## config.mk

```make
export PLATFORM = sky130hd
export DESIGN_NAME = mux_scan_nto1
export DESIGN_NICKNAME = d
export VERILOG_FILES = /design/src/rtl/mux_pkg.sv /design/src/rtl/tick_gen.sv /design/src/rtl/mux_scan_nto1.sv
export SDC_FILE = /design/constraint.sdc
export NUM_CORES = 1
export LEC_CHECK = 0
export CAP_MARGIN = 30
export CORE_MARGIN = 3
export CORE_UTILIZATION = 45
export DETAILED_ROUTE_END_ITERATION = 10
export PLACE_DENSITY = 0.81
export SETUP_SLACK_MARGIN = 0.5
export SLEW_MARGIN = 20
export SYNTH_ARGS = -nofsm -noshare
export SYNTH_HDL_FRONTEND = slang
export SYNTH_HIERARCHICAL = 1
export SYNTH_SLANG_ARGS = --single-unit
export TNS_END_PERCENT = 50
```

## constraint.sdc

```tcl
create_clock -name Clk -period 4.8 [get_ports Clk]
set_clock_uncertainty 0.2 [all_clocks]
set_input_delay 0.48 -clock Clk [delete_from_list [all_inputs] [get_ports Clk]]
set_output_delay 0.48 -clock Clk [all_outputs]
set_load 0.01 [all_outputs]
```

## src/rtl/mux_pkg.sv

```systemverilog
// ---------------------------------------------------------------------------
// mux_pkg
//   Shared definitions for the scanning display multiplexer and its helpers.
//   - MODE_AUTO / MODE_MANUAL : encoding of the Mode input.
//   - clog2()                 : ceiling log2 for flows lacking $clog2 in
//                               parameter expressions (clog2(1) = 0).
// ---------------------------------------------------------------------------
package mux_pkg;

   localparam logic MODE_AUTO   = 1'b0;
   localparam logic MODE_MANUAL = 1'b1;

   function automatic int unsigned clog2(input int unsigned v);
      int unsigned r;
      int unsigned x;
      r = 0;
      x = (v > 0) ? v - 1 : 0;
      while (x > 0) begin
         r = r + 1;
         x = x >> 1;
      end
      return r;
   endfunction

endpackage : mux_pkg

```

## src/rtl/tick_gen.sv

```systemverilog
// ---------------------------------------------------------------------------
// tick_gen
//   Prescaler producing a one-cycle tick on the last count of each period
//   (count PRESCALE-1). The counter runs 0..PRESCALE-1 while en=1 and holds
//   while en=0. clr (qualified by en) forces the count back to 0 and masks
//   the tick, so a period restarted by clr is always a full PRESCALE cycles.
//
//   Ports:
//     clk   in  1  rising-edge clock
//     rst_n in  1  asynchronous active-low reset (count -> 0)
//     en    in  1  count enable; 0 freezes the counter and masks the tick
//     clr   in  1  hold counter at 0 (while enabled)
//     tick  out 1  high in the cycle the counter sits at PRESCALE-1
// ---------------------------------------------------------------------------
module tick_gen
   import mux_pkg::*;
#(
   parameter int unsigned PRESCALE = 50000
)(
   input  logic clk,
   input  logic rst_n,
   input  logic en,
   input  logic clr,
   output logic tick
);

   // At least one counter bit so PRESCALE=1 still elaborates; the counter
   // then sits at 0 and the tick fires every enabled cycle.
   localparam int unsigned CNT_W = (PRESCALE > 1) ? clog2(PRESCALE) : 1;
   localparam logic [CNT_W-1:0] LAST = CNT_W'(PRESCALE - 1);

   logic [CNT_W-1:0] cnt_q;
   logic [CNT_W-1:0] cnt_d;
   logic             at_last;

   assign at_last = (cnt_q == LAST);

   always_comb begin
      cnt_d = cnt_q;
      if (en) begin
         if (clr || at_last) cnt_d = '0;
         else                cnt_d = cnt_q + CNT_W'(1);
      end
   end

   always_ff @(posedge clk or negedge rst_n) begin
      if (!rst_n) cnt_q <= '0;
      else        cnt_q <= cnt_d;
   end

   assign tick = en & ~clr & at_last;

endmodule : tick_gen

```

## src/rtl/mux_scan_nto1.sv

```systemverilog
// ---------------------------------------------------------------------------
// mux_scan_nto1
//   Registered N-to-1 word multiplexer feeding the display drivers. The
//   channel either auto-scans (one channel per PRESCALE cycles) or follows
//   Sel. Per-channel blanking suppresses both the word and the one-hot
//   enable of the current channel.
//
//   Ports:
//     Clk    in   1              rising-edge clock
//     Rst_n  in   1              asynchronous active-low reset
//     En     in   1              global enable; 0 freezes all state
//     Mode   in   1              0 = auto-scan, 1 = manual select
//     Sel    in   SEL_W          manual channel index (>= NUM_CH ignored)
//     W      in   NUM_CH*DATA_W  channel words, channel k at W[k*DATA_W +: DATA_W]
//     Blank  in   NUM_CH         per-channel blank mask, 1 = suppressed
//     F      out  DATA_W         registered selected word
//     Ch     out  SEL_W          registered current channel index
//     Ch_en  out  NUM_CH         registered one-hot enable of current channel
//     Wrap   out  1              one-cycle pulse on auto step NUM_CH-1 -> 0
// ---------------------------------------------------------------------------
module mux_scan_nto1
   import mux_pkg::*;
#(
   parameter int unsigned DATA_W   = 4,
   parameter int unsigned NUM_CH   = 16,
   parameter int unsigned SEL_W    = clog2(NUM_CH),
   parameter int unsigned PRESCALE = 50000
)(
   input  logic                     Clk,
   input  logic                     Rst_n,
   input  logic                     En,
   input  logic                     Mode,
   input  logic [SEL_W-1:0]         Sel,
   input  logic [NUM_CH*DATA_W-1:0] W,
   input  logic [NUM_CH-1:0]        Blank,
   output logic [DATA_W-1:0]        F,
   output logic [SEL_W-1:0]         Ch,
   output logic [NUM_CH-1:0]        Ch_en,
   output logic                     Wrap
);

   localparam logic [SEL_W-1:0] LAST_CH = SEL_W'(NUM_CH - 1);

   logic              tick;
   logic              manual;
   logic              sel_ok;
   logic [SEL_W-1:0]  ch_next;

   logic [SEL_W-1:0]  ch_q,   ch_d;
   logic [NUM_CH-1:0] chen_q, chen_d;
   logic [DATA_W-1:0] f_q,    f_d;
   logic              wrap_q, wrap_d;

   assign manual = (Mode == MODE_MANUAL);
   assign sel_ok = (32'(Sel) < NUM_CH);

   // Prescaler is cleared in manual mode so that a return to auto mode
   // starts with a full slot on the current channel.
   tick_gen #(
      .PRESCALE (PRESCALE)
   ) u_tick (
      .clk   (Clk),
      .rst_n (Rst_n),
      .en    (En),
      .clr   (manual),
      .tick  (tick)
   );

   // Next channel: auto steps on the prescaler tick, manual follows an
   // in-range Sel and otherwise keeps the current channel.
   always_comb begin
      ch_next = ch_q;
      if (!manual) begin
         if (tick) ch_next = (ch_q == LAST_CH) ? '0 : ch_q + SEL_W'(1);
      end else if (sel_ok) begin
         ch_next = Sel;
      end
   end

   // Decode and word select are both driven from ch_next so Ch, Ch_en and F
   // always describe the same channel in the same cycle.
   always_comb begin
      ch_d   = ch_q;
      chen_d = chen_q;
      f_d    = f_q;
      if (En) begin
         ch_d   = ch_next;
         chen_d = '0;
         f_d    = '0;
         for (int unsigned k = 0; k < NUM_CH; k++) begin
            if (ch_next == SEL_W'(k) && !Blank[k]) begin
               chen_d[k] = 1'b1;
               f_d       = W[k*DATA_W +: DATA_W];
            end
         end
      end
   end

   // tick is already qualified by En and by auto mode, so Wrap drops to 0
   // on any disabled or manual cycle.
   always_comb begin
      wrap_d = tick & (ch_q == LAST_CH);
   end

   always_ff @(posedge Clk or negedge Rst_n) begin
      if (!Rst_n) begin
         ch_q   <= '0;
         chen_q <= '0;
         f_q    <= '0;
         wrap_q <= 1'b0;
      end else begin
         ch_q   <= ch_d;
         chen_q <= chen_d;
         f_q    <= f_d;
         wrap_q <= wrap_d;
      end
   end

   assign F     = f_q;
   assign Ch    = ch_q;
   assign Ch_en = chen_q;
   assign Wrap  = wrap_q;

endmodule : mux_scan_nto1

```

# [Word-level counts from Yosys, hierarchy flattened]
# Index checks and enable logic that the tools add are counted.
[classes] addsub=2 n_eq_ne=17 n_mux=36 bitwise_logic=4 n_reduce_logical=34
[ops] op="4-bit two-way mux" count=19
[ops] op="4-bit equality test, second input constant" count=9
[ops] op="16-bit by 1-bit adder with 16-bit output, second input constant" count=1
[ops] op="16-bit equality test, second input constant" count=1
[ops] op="4-bit by 3-bit equality test with 1-bit output, second input constant" count=4
[ops] op="1-bit logical AND" count=16
[ops] op="1-bit zero test" count=16
[ops] op="1-bit two-way mux" count=16
[ops] op="16-bit two-way mux" count=1
[ops] op="4-bit by 2-bit equality test with 1-bit output, second input constant" count=2
[ops] op="4-bit by 1-bit adder with 4-bit output, second input constant" count=1
[ops] op="4-bit by 1-bit equality test with 1-bit output, second input constant" count=1
[ops] op="4-bit zero test" count=1
[ops] op="1-bit bitwise AND" count=3
[ops] op="1-bit logical OR" count=1
[ops] op="1-bit NOT" count=1
[word_totals] ff_bits=41 inputBits=88 output_inout_bits=25 word_cells=98

# [Longest topological paths before layout]
[logic_depth] word_depth=23 ltp_mapped=13

# [Hierarchy]
# Netlist, hierarchy kept.
[modules_own_cells] mod="mux_scan_nto1" instances=1 cells_each=227 area_per_inst_um2=2073.2 seq_area_each_um2=625.6
[modules_own_cells] mod="tick_gen" instances=1 cells_each=98 area_per_inst_um2=960.9 seq_area_each_um2=400.4

# [Least setup slack after synthesis]
# OpenSTA, ideal clock, no wires.
[synth_timing] path_type="reg2reg" start="register u_tick.cnt_q[0]" end="register f_q[0] (netlist: F[0])" setup_ps=129 arrival_time_ps=3190 slack_ps=1281 stages_incl_launch_ff=13 n_path_buf=0 period_less_slack_ps=3519 cell_sequence="dfrtp_1 > ha_1 > nor4b_1 > nand4_1 > nor3b_1 > and2b_1 > a211o_4 > nand2_4 > mux4_2 > a222oi_1 > a2111oi_2 > o21ai_1 > a21oi_1"
[synth_via] elab_chain_cells=22 word_cells_on_any_way=52 classes_between="16 x eq/ne; 18 x mux; 1 x bitwise; 17 x reduce/logical"
[synth_rtl] element="start, declared" line_no="tick_gen.sv:32" text="logic [CNT_W-1:0] cnt_q;"
[synth_rtl] element="start signal, assigned" line_no="tick_gen.sv:48" text="else cnt_q <= cnt_d;"
[synth_rtl] element="16-bit equality test (*)" line_no="tick_gen.sv:36" text="assign at_last = (cnt_q == LAST);"
[synth_rtl] element="1-bit bitwise AND (*)" line_no="tick_gen.sv:51" text="assign tick = en & ~clr & at_last;"
[synth_rtl] element="net tick" line_no="mux_scan_nto1.sv:44" text="logic tick;"
[synth_rtl] element="4-bit two-way mux (*)" line_no="mux_scan_nto1.sv:74" text="if (tick) ch_next = (ch_q == LAST_CH) ? '0 : ch_q + SEL_W'(1);"
[synth_rtl] element="4-bit two-way mux (*)" line_no="mux_scan_nto1.sv:73" text="if (!manual) begin"
[synth_rtl] element="4-bit zero test" line_no="mux_scan_nto1.sv:91" text="if (ch_next == SEL_W'(k) && !Blank[k]) begin"
[synth_rtl] element="1-bit logical AND" line_no="mux_scan_nto1.sv:91"
[synth_rtl] element="4-bit two-way mux (15 in series)" line_no="mux_scan_nto1.sv:91"
[synth_rtl] element="4-bit two-way mux (*)" line_no="mux_scan_nto1.sv:91"
[synth_rtl] element="end signal, assigned" line_no="mux_scan_nto1.sv:109" text="f_q <= '0;"
[synth_rtl] element="end signal, assigned" line_no="mux_scan_nto1.sv:114" text="f_q <= f_d;"
[synth_rtl] element="end, declared" line_no="mux_scan_nto1.sv:51" text="logic [DATA_W-1:0] f_q, f_d;"
# The timed path passes the listed nets; every way through them passes the cells marked *.
# A chain may end at the register's enable or synchronous reset.

# [Worst setup path in the final report]
[layout_timing] start="register u_tick.cnt_q[0]" end="register f_q[1] (netlist: F[1])"
# The elaborated chain is that of the path after synthesis.

==> results by group <==
Floorplan
  • Die Span Y: approximately 88 um
  • DIE WIDTH: 88.12 um
  • Io pins: 113
  • Die area: approximately 0.0078 sq mm
  • Initial Utilization: between 40% and 50%
  • Floorplan core area: approximately 0.0065 sq mm
  • Rows: 29

Finish
  • Most frequent cells in the layout: clkdlybuf4s50_1 (110), dfrtp_1 (41), nor2_1 (28), nand2_1 (20), nand3_1 (17)
  • Layout cell share with drive strength beyond 1: around 16%
  • Final instance area: approximately 0.0043 sq mm
  • Commonest non-fill, non-tap cell in the layout: clkdlybuf4s50_1
  • Area growth from synthesis to layout: 43.34%
  • ANT cells: 0
  • Non-filler cells, final: 515
  • Final nets: between 500 and 600

Critical path
  • Critical path's largest stage delay: 0.61 ns
  • Critical path endpoint: F[1]$_DFFE_PN0P_
  • Startpoint types: flip-flop
  • Worst setup EP type: flip-flop
  • Arr. time, crit path: 4.00 ns
  • Crit path kind: reg -> reg
  • R2R Path End: F[1]$_DFFE_PN0P_
  • Buf/Inv on CP: 0
  • Worst setup path startpoint: u_tick/cnt_q[0]$_DFFE_PN0P_
  • CP Depth: 12
  • R2R setup slack: between 0.8 and 0.9 ns
  • R2R depth: 12
  • Worst-path cell chain: ha_1 -> nor4b_1 -> nand4_1 -> nor3b_2 -> mux2i_1 -> o21a_1 -> o211ai_1 -> nor3_1 -> a211oi_1 -> o21ai_0 -> a211oi_2 -> o31ai_2
  • CP max-delay cell: nor3_1
  • CP required: between 4 and 5 ns
  • Max FO, Critical Path: 9
  • Crit Reg-Reg Startpoint: u_tick/cnt_q[0]$_DFFE_PN0P_
  • CP top delay family: simple AND/OR/NAND/NOR gates

Pwr
  • Seq pwr share: around 40%
  • Pwr/cell area: between 200 and 250 mW/mm^2
  • Pleak: around 0.0017 uW
  • Sw Share: about 30%
  • Clock power frac: between 30% and 40%
  • Peak VDD IR: 0.1179 mV
  • Gate power share: 31.1%
  • Net Switching: 301.9 uW
  • Internal power component: approximately 700 uW
  • Total Power: 1004 uW

Synth
  • Sequential-to-total area share from yosys stat: about a third
  • EDFF count, synth: 0
  • Asr flop ratio synth: 100.0%
  • Mapped Nets: about 420
  • Avg Synthesized Cell Area: approximately 9.3 sq um
  • Syn Std Cell Area: 0.003034 sq mm
  • Unique masters post-synth: between 70 and 80
  • Synth warn: 6
  • Post-synth top flop: dfrtp_1
  • #FFs+latches synth: 41
  • Post-Syn Instances: between 300 and 400

STA
  • Final worst-path cycle share: 82.89%
  • Final hold vios: 0
  • Worst-Margin Slew: around 0.65 ns
  • Fin crit period: just under 4 ns
  • Max Slew Vio Count: 0
  • Fmax: 0.2513 GHz
  • RSZ-0062 raised after global routing: false
  • Setup TNS: 0 ns
  • Final setup viols: 0
  • Max-slew headroom: 56.51%

Routing
  • Total routed wirelength: 9580 um
  • Vias: between 3k and 4k
  • Drt wl/cell: 18.60 um
  • Remaining DRCs: 0
  • ANT nets after route: 0
  • Via density per instance: between 6 and 7
  • First-pass DRT Iterations: 6
  • Iter 0 DRT Violations: ~220

Clock tree
  • Clk sinks: between 40 and 50
  • Later-pin clock latency in the skew report: around 0.30 ns
  • Root buf cell: clkbuf_8
  • CTS H-tree lvls: 2
  • CTS tree: done
  • CTS buffer count: 5
  • Maximum buffer depth of the clock tree: 2
  • Clk slew on worst S/H paths: 0.09 ns

Global route
  • Largest net degree at the start of global routing: between 40 and 50
  • First-pass GRT wire length: ~16000 um
  • Vias in the first global route: roughly 3.3k
  • Initial antenna violation count: 0
  • GR Overflow Total: 0
  • Global Route Usage Sum: between 20% and 30%

Run
  • Max_cap viols: 0

Place
  • Placer Congestion: ~0.86
  • Placed insts: 505
  • Post-DP Area: 0.004194 sq mm
  • Final HPWL DP: ~7400 um
  • PortBufs: approximately 110

Outcome
  • Outcome: finished, final reports clean

Worst hold path
  • Class of the worst hold path: reg -> reg
-- repair_timing --
action                     CTS  global route
gates resized for setup      0             1
hold buffers                 0             1
setup endpoints to repair    0             4
setup buffers                0             0
hold endpoints to repair     0             9
-- cell families after synthesis --
group / count (synthesis) / synth area share (%)
xor+xnor: 9 / 2.598
compound gates: 85 / 22.39
simple gates: 141 / 28.70
mux: 20 / 7.629
flops: 41 / 33.81
buf+inv: 27 / 4.041
fa+ha+maj: 2 / 0.8246
-- metal layers --
metal  wire [um]  part of all wire (%)  vias to the layer above  global-route usage, %
li1            -                     -                     1466                      -
met5           0                     0                        -                      0
met1        3911                    41                     1490                  32.25
met3         819                   8.5                       22                  8.184
met2        4636                    48                      159                  43.97
met4         212                   2.2                        0                  8.242
-- synthesized netlist by cell type, drive strengths merged, types with 3 or more instances --
cell type,number,area share [%]
nor4,7,2.3
a22o,3,0.87
a211o,3,1.2
o31ai,4,1.3
a21oi,14,2.3
nand4,10,3.0
and4bb,3,1.2
clkbuf,4,0.49
inv,16,2.0
nand2,21,2.8
a211oi,4,1.2
dfrtp,41,34
a22oi,6,1.5
nand3,19,3.5
and3,4,0.82
nor2b,6,1.2
nand2b,5,1.0
or3,6,1.4
xnor2,9,2.6
o21ai,16,3.0
nor3,19,4.5
o211ai,10,3.1
nor2,29,3.7
mux2i,4,1.3
buf,7,1.6
nand3b,3,0.74
a2111oi,3,1.3
mux2,15,5.6
o22ai,4,0.82
-- power by group through the flow --
stage                     clock network, uW  registers, uW  logic (uW)
after floorplan                           0            401         147
after global placement                    0            396         303
after detailed placement                  0            397         307
after CTS                               309            391         309
after global routing                    324            395         339
final                                   301            391         312
-- worst min path at each step --
stage / startpoint / to / slack (ns) / cells after the start
3_5_place_dp: Ch_en[7]$_DFFE_PN0P_ / Ch_en[7]$_DFFE_PN0P_ / 0.30 / 1
6_report: Ch_en[5]$_DFFE_PN0P_ / Ch_en[5]$_DFFE_PN0P_ / 0.32 / 1
5_1_grt: Ch_en[7]$_DFFE_PN0P_ / Ch_en[7]$_DFFE_PN0P_ / 0.34 / 1
3_3_place_gp: Ch_en[13]$_DFFE_PN0P_ / Ch_en[13]$_DFFE_PN0P_ / 0.29 / 1
2_1_floorplan: Rst_n / Ch[0]$_DFFE_PN0P_ / -0.02 / 0
4_1_cts: Rst_n / F[0]$_DFFE_PN0P_ / 0.15 / 1
-- area by class of cell --
class | count | area [sq um]
Sequential cell | 41 | 1026
Tap cell | 77 | 96.34
Fill cell | 532 | 2110
Multi-Input combinational cell | 257 | 1891
Clock buffer | 6 | 82.58
Timing Repair Buffer | 116 | 1156
Inverter | 16 | 60.06
Clock inverter | 2 | 37.54
-- per-stage QoR --
| step | hold slack [ns] | utilization (%) | setup slack [ns] |
|---|---|---|---|
| 3_5_place_dp | 0.2991 | 64.94 | 0.7350 |
| 3_3_place_gp | 0.2910 | 64.94 | 0.8724 |
| 6_report | 0.3181 | 67.34 | 0.8213 |
| 5_1_grt | 0.3415 | 67.34 | 0.5590 |
| 2_1_floorplan | -0.01559 | - | 1.281 |
| 4_1_cts | 0.1462 | 66.80 | 0.7035 |
-- sequential cells by signal, summed over array words and instances, names as in the netlist --
signal        cells
Ch                4
Ch_en            16
F                 4
Wrap              1
u_tick/cnt_q     16
(Power assumes the default switching activity.)
==> RTL change (same flow settings) <==
Take the reset off `ch_q` and `f_q` and load them in a clocked block of their own.
--- a/src/rtl/mux_scan_nto1.sv
+++ b/src/rtl/mux_scan_nto1.sv
@@ -105,14 +105,15 @@
    always_ff @(posedge Clk or negedge Rst_n) begin
       if (!Rst_n) begin
-         ch_q   <= '0;
          chen_q <= '0;
-         f_q    <= '0;
          wrap_q <= 1'b0;
       end else begin
-         ch_q   <= ch_d;
          chen_q <= chen_d;
-         f_q    <= f_d;
          wrap_q <= wrap_d;
       end
+   end
+
+   always_ff @(posedge Clk) begin
+      ch_q <= ch_d;
+      f_q  <= f_d;
    end
 
Behaviour: not the same (a bounded check fails within 4 cycles, from zero or initial values and one cycle with Rst_n low).
==> RTL change against the original RTL <==
  * Die area shrank 5.0%
  * Via count decreased by 6.2%
  * Sequential cell count stayed put
  * Final area is 3.9% lower
  * First-iteration DRC count decreased by 37%
  * Critical path depth rose by 1
  * Clock power decreased by 8.0%
  * Setup slack gained 0.068 ns
  * Total power down 11%
  * Area after synthesis fell by 5.4%
  * Combinational power fell by 26%
  * Global-route usage is 1.3 points lower
  * Wire length down 5.4%
  * Largest power group unchanged
==> RTL change: results (changes against the original RTL) <==
grt.overflow.total: 0  # unchanged
dp_hpwl_um: 7161  # -3.5%
max_stage_delay_ns: 0.40  # -0.21 ns
placed_cells: 484  # -4.2%
vias: 2941  # -6.2%
wl_met3_um: 675  # -18%
netlist_top_cells_count: "33 x dfrtp_1, 26 x nor2_1, 21 x nand2_1"
use_met3: 0.05668  # -0.02517
critPathArrivalTime_ns: 3.76  # -0.24 ns
p_leak_nw: 1.547  # -9.3%
postSynthAreaPerCell_um2: 9.446  # +1.2%
timing.rr.end: "F[2]"
routed_via_density: 5.978  # -1.9%
place_congestion: 0.8980  # +4.0%
hold_slack_ns: 0.3167  # -0.001399 ns
nNetsFinal: 506  # -4.0%
ys_top_cells_by_area: "dfrtp_1 29%, edfxtp_1 8.4%, mux2_2 3.5%"
grt_max_degree: 43  # -8.5%
wirelength_met1_um: 3767  # -3.7%
met2_length_um: 4461  # -3.8%
placed_area_um2: 4054  # -3.3%
dp_slack_ns: 0.5533  # -0.1818 ns
drtIter0Drc: 142  # -37%
met2_usage: 0.4170  # -0.02277
synth-seq-area-share: 0.3712  # +0.03310
hold_start: "Ch_en[3]"
synth_cell_types: 62  # -18%
min_to: "Ch_en[3]"
synthesis.nets: 394  # -5.1%
synth_edf_count: 8  # +8
peakVddDrop_v: 0.0001330  # +13%
first_pass_iters: 4  # -2
use_met1: 0.3237  # +0.001185
cp_max_fo: 17  # +8
crit_type: "reg2reg"
drive_gt1_frac: 0.1151  # -0.04014
fin_ws_ns: 0.8889  # +0.06765 ns
ys.flop_type: "dfrtp_1"
max_slew_margin: 0.6085  # +0.04339
reg2regPathDepth: 13  # +1
crit_slowest_cell: "dfrtp_1"
grt_pass1_wl_um: 14620  # -7.7%
grt_usage: 0.2491  # -0.01310
outcome: "completed"
grt_pass1_vias: 2996  # -8.9%
## RTL change: cell types whose count changed after synthesis, sizes merged, moves of 6 or more
cell,delta
nand4b,+10
nor3b,+10
a21oi,-9
o21ai,-9
dfrtp,-8
edfxtp,+8
mux2,-6
nor3,-6
## RTL change: area by class of cell
cell class              instances  area, um2
fillers                       468       1881
multi-input cells             233       1687
repair buffers                115       1144
flip-flops and latches         41       1066
clock buffers                   7      107.6
well taps                      75      93.84
inverters                      20      75.07
clock inverters                 1      7.507
## RTL change: where the power goes
group	switching, mW	total, mW	internal [mW]
registers	0.0151	0.389	0.374
logic	0.105	0.230	0.125
clock network	0.129	0.277	0.148
## RTL change: cell families (layout without fill, tap and decap cells)
group           Yosys count  after routing  share of synthesized area
simple gates            150            150                     0.3320
flops                    41             41                     0.3712
mux                      16             16                    0.06100
xor+xnor                  9              9                    0.02745
buf+inv                  30            143                    0.04531
fa+ha+maj                 2              2                   0.008713
compound gates           56             56                     0.1543
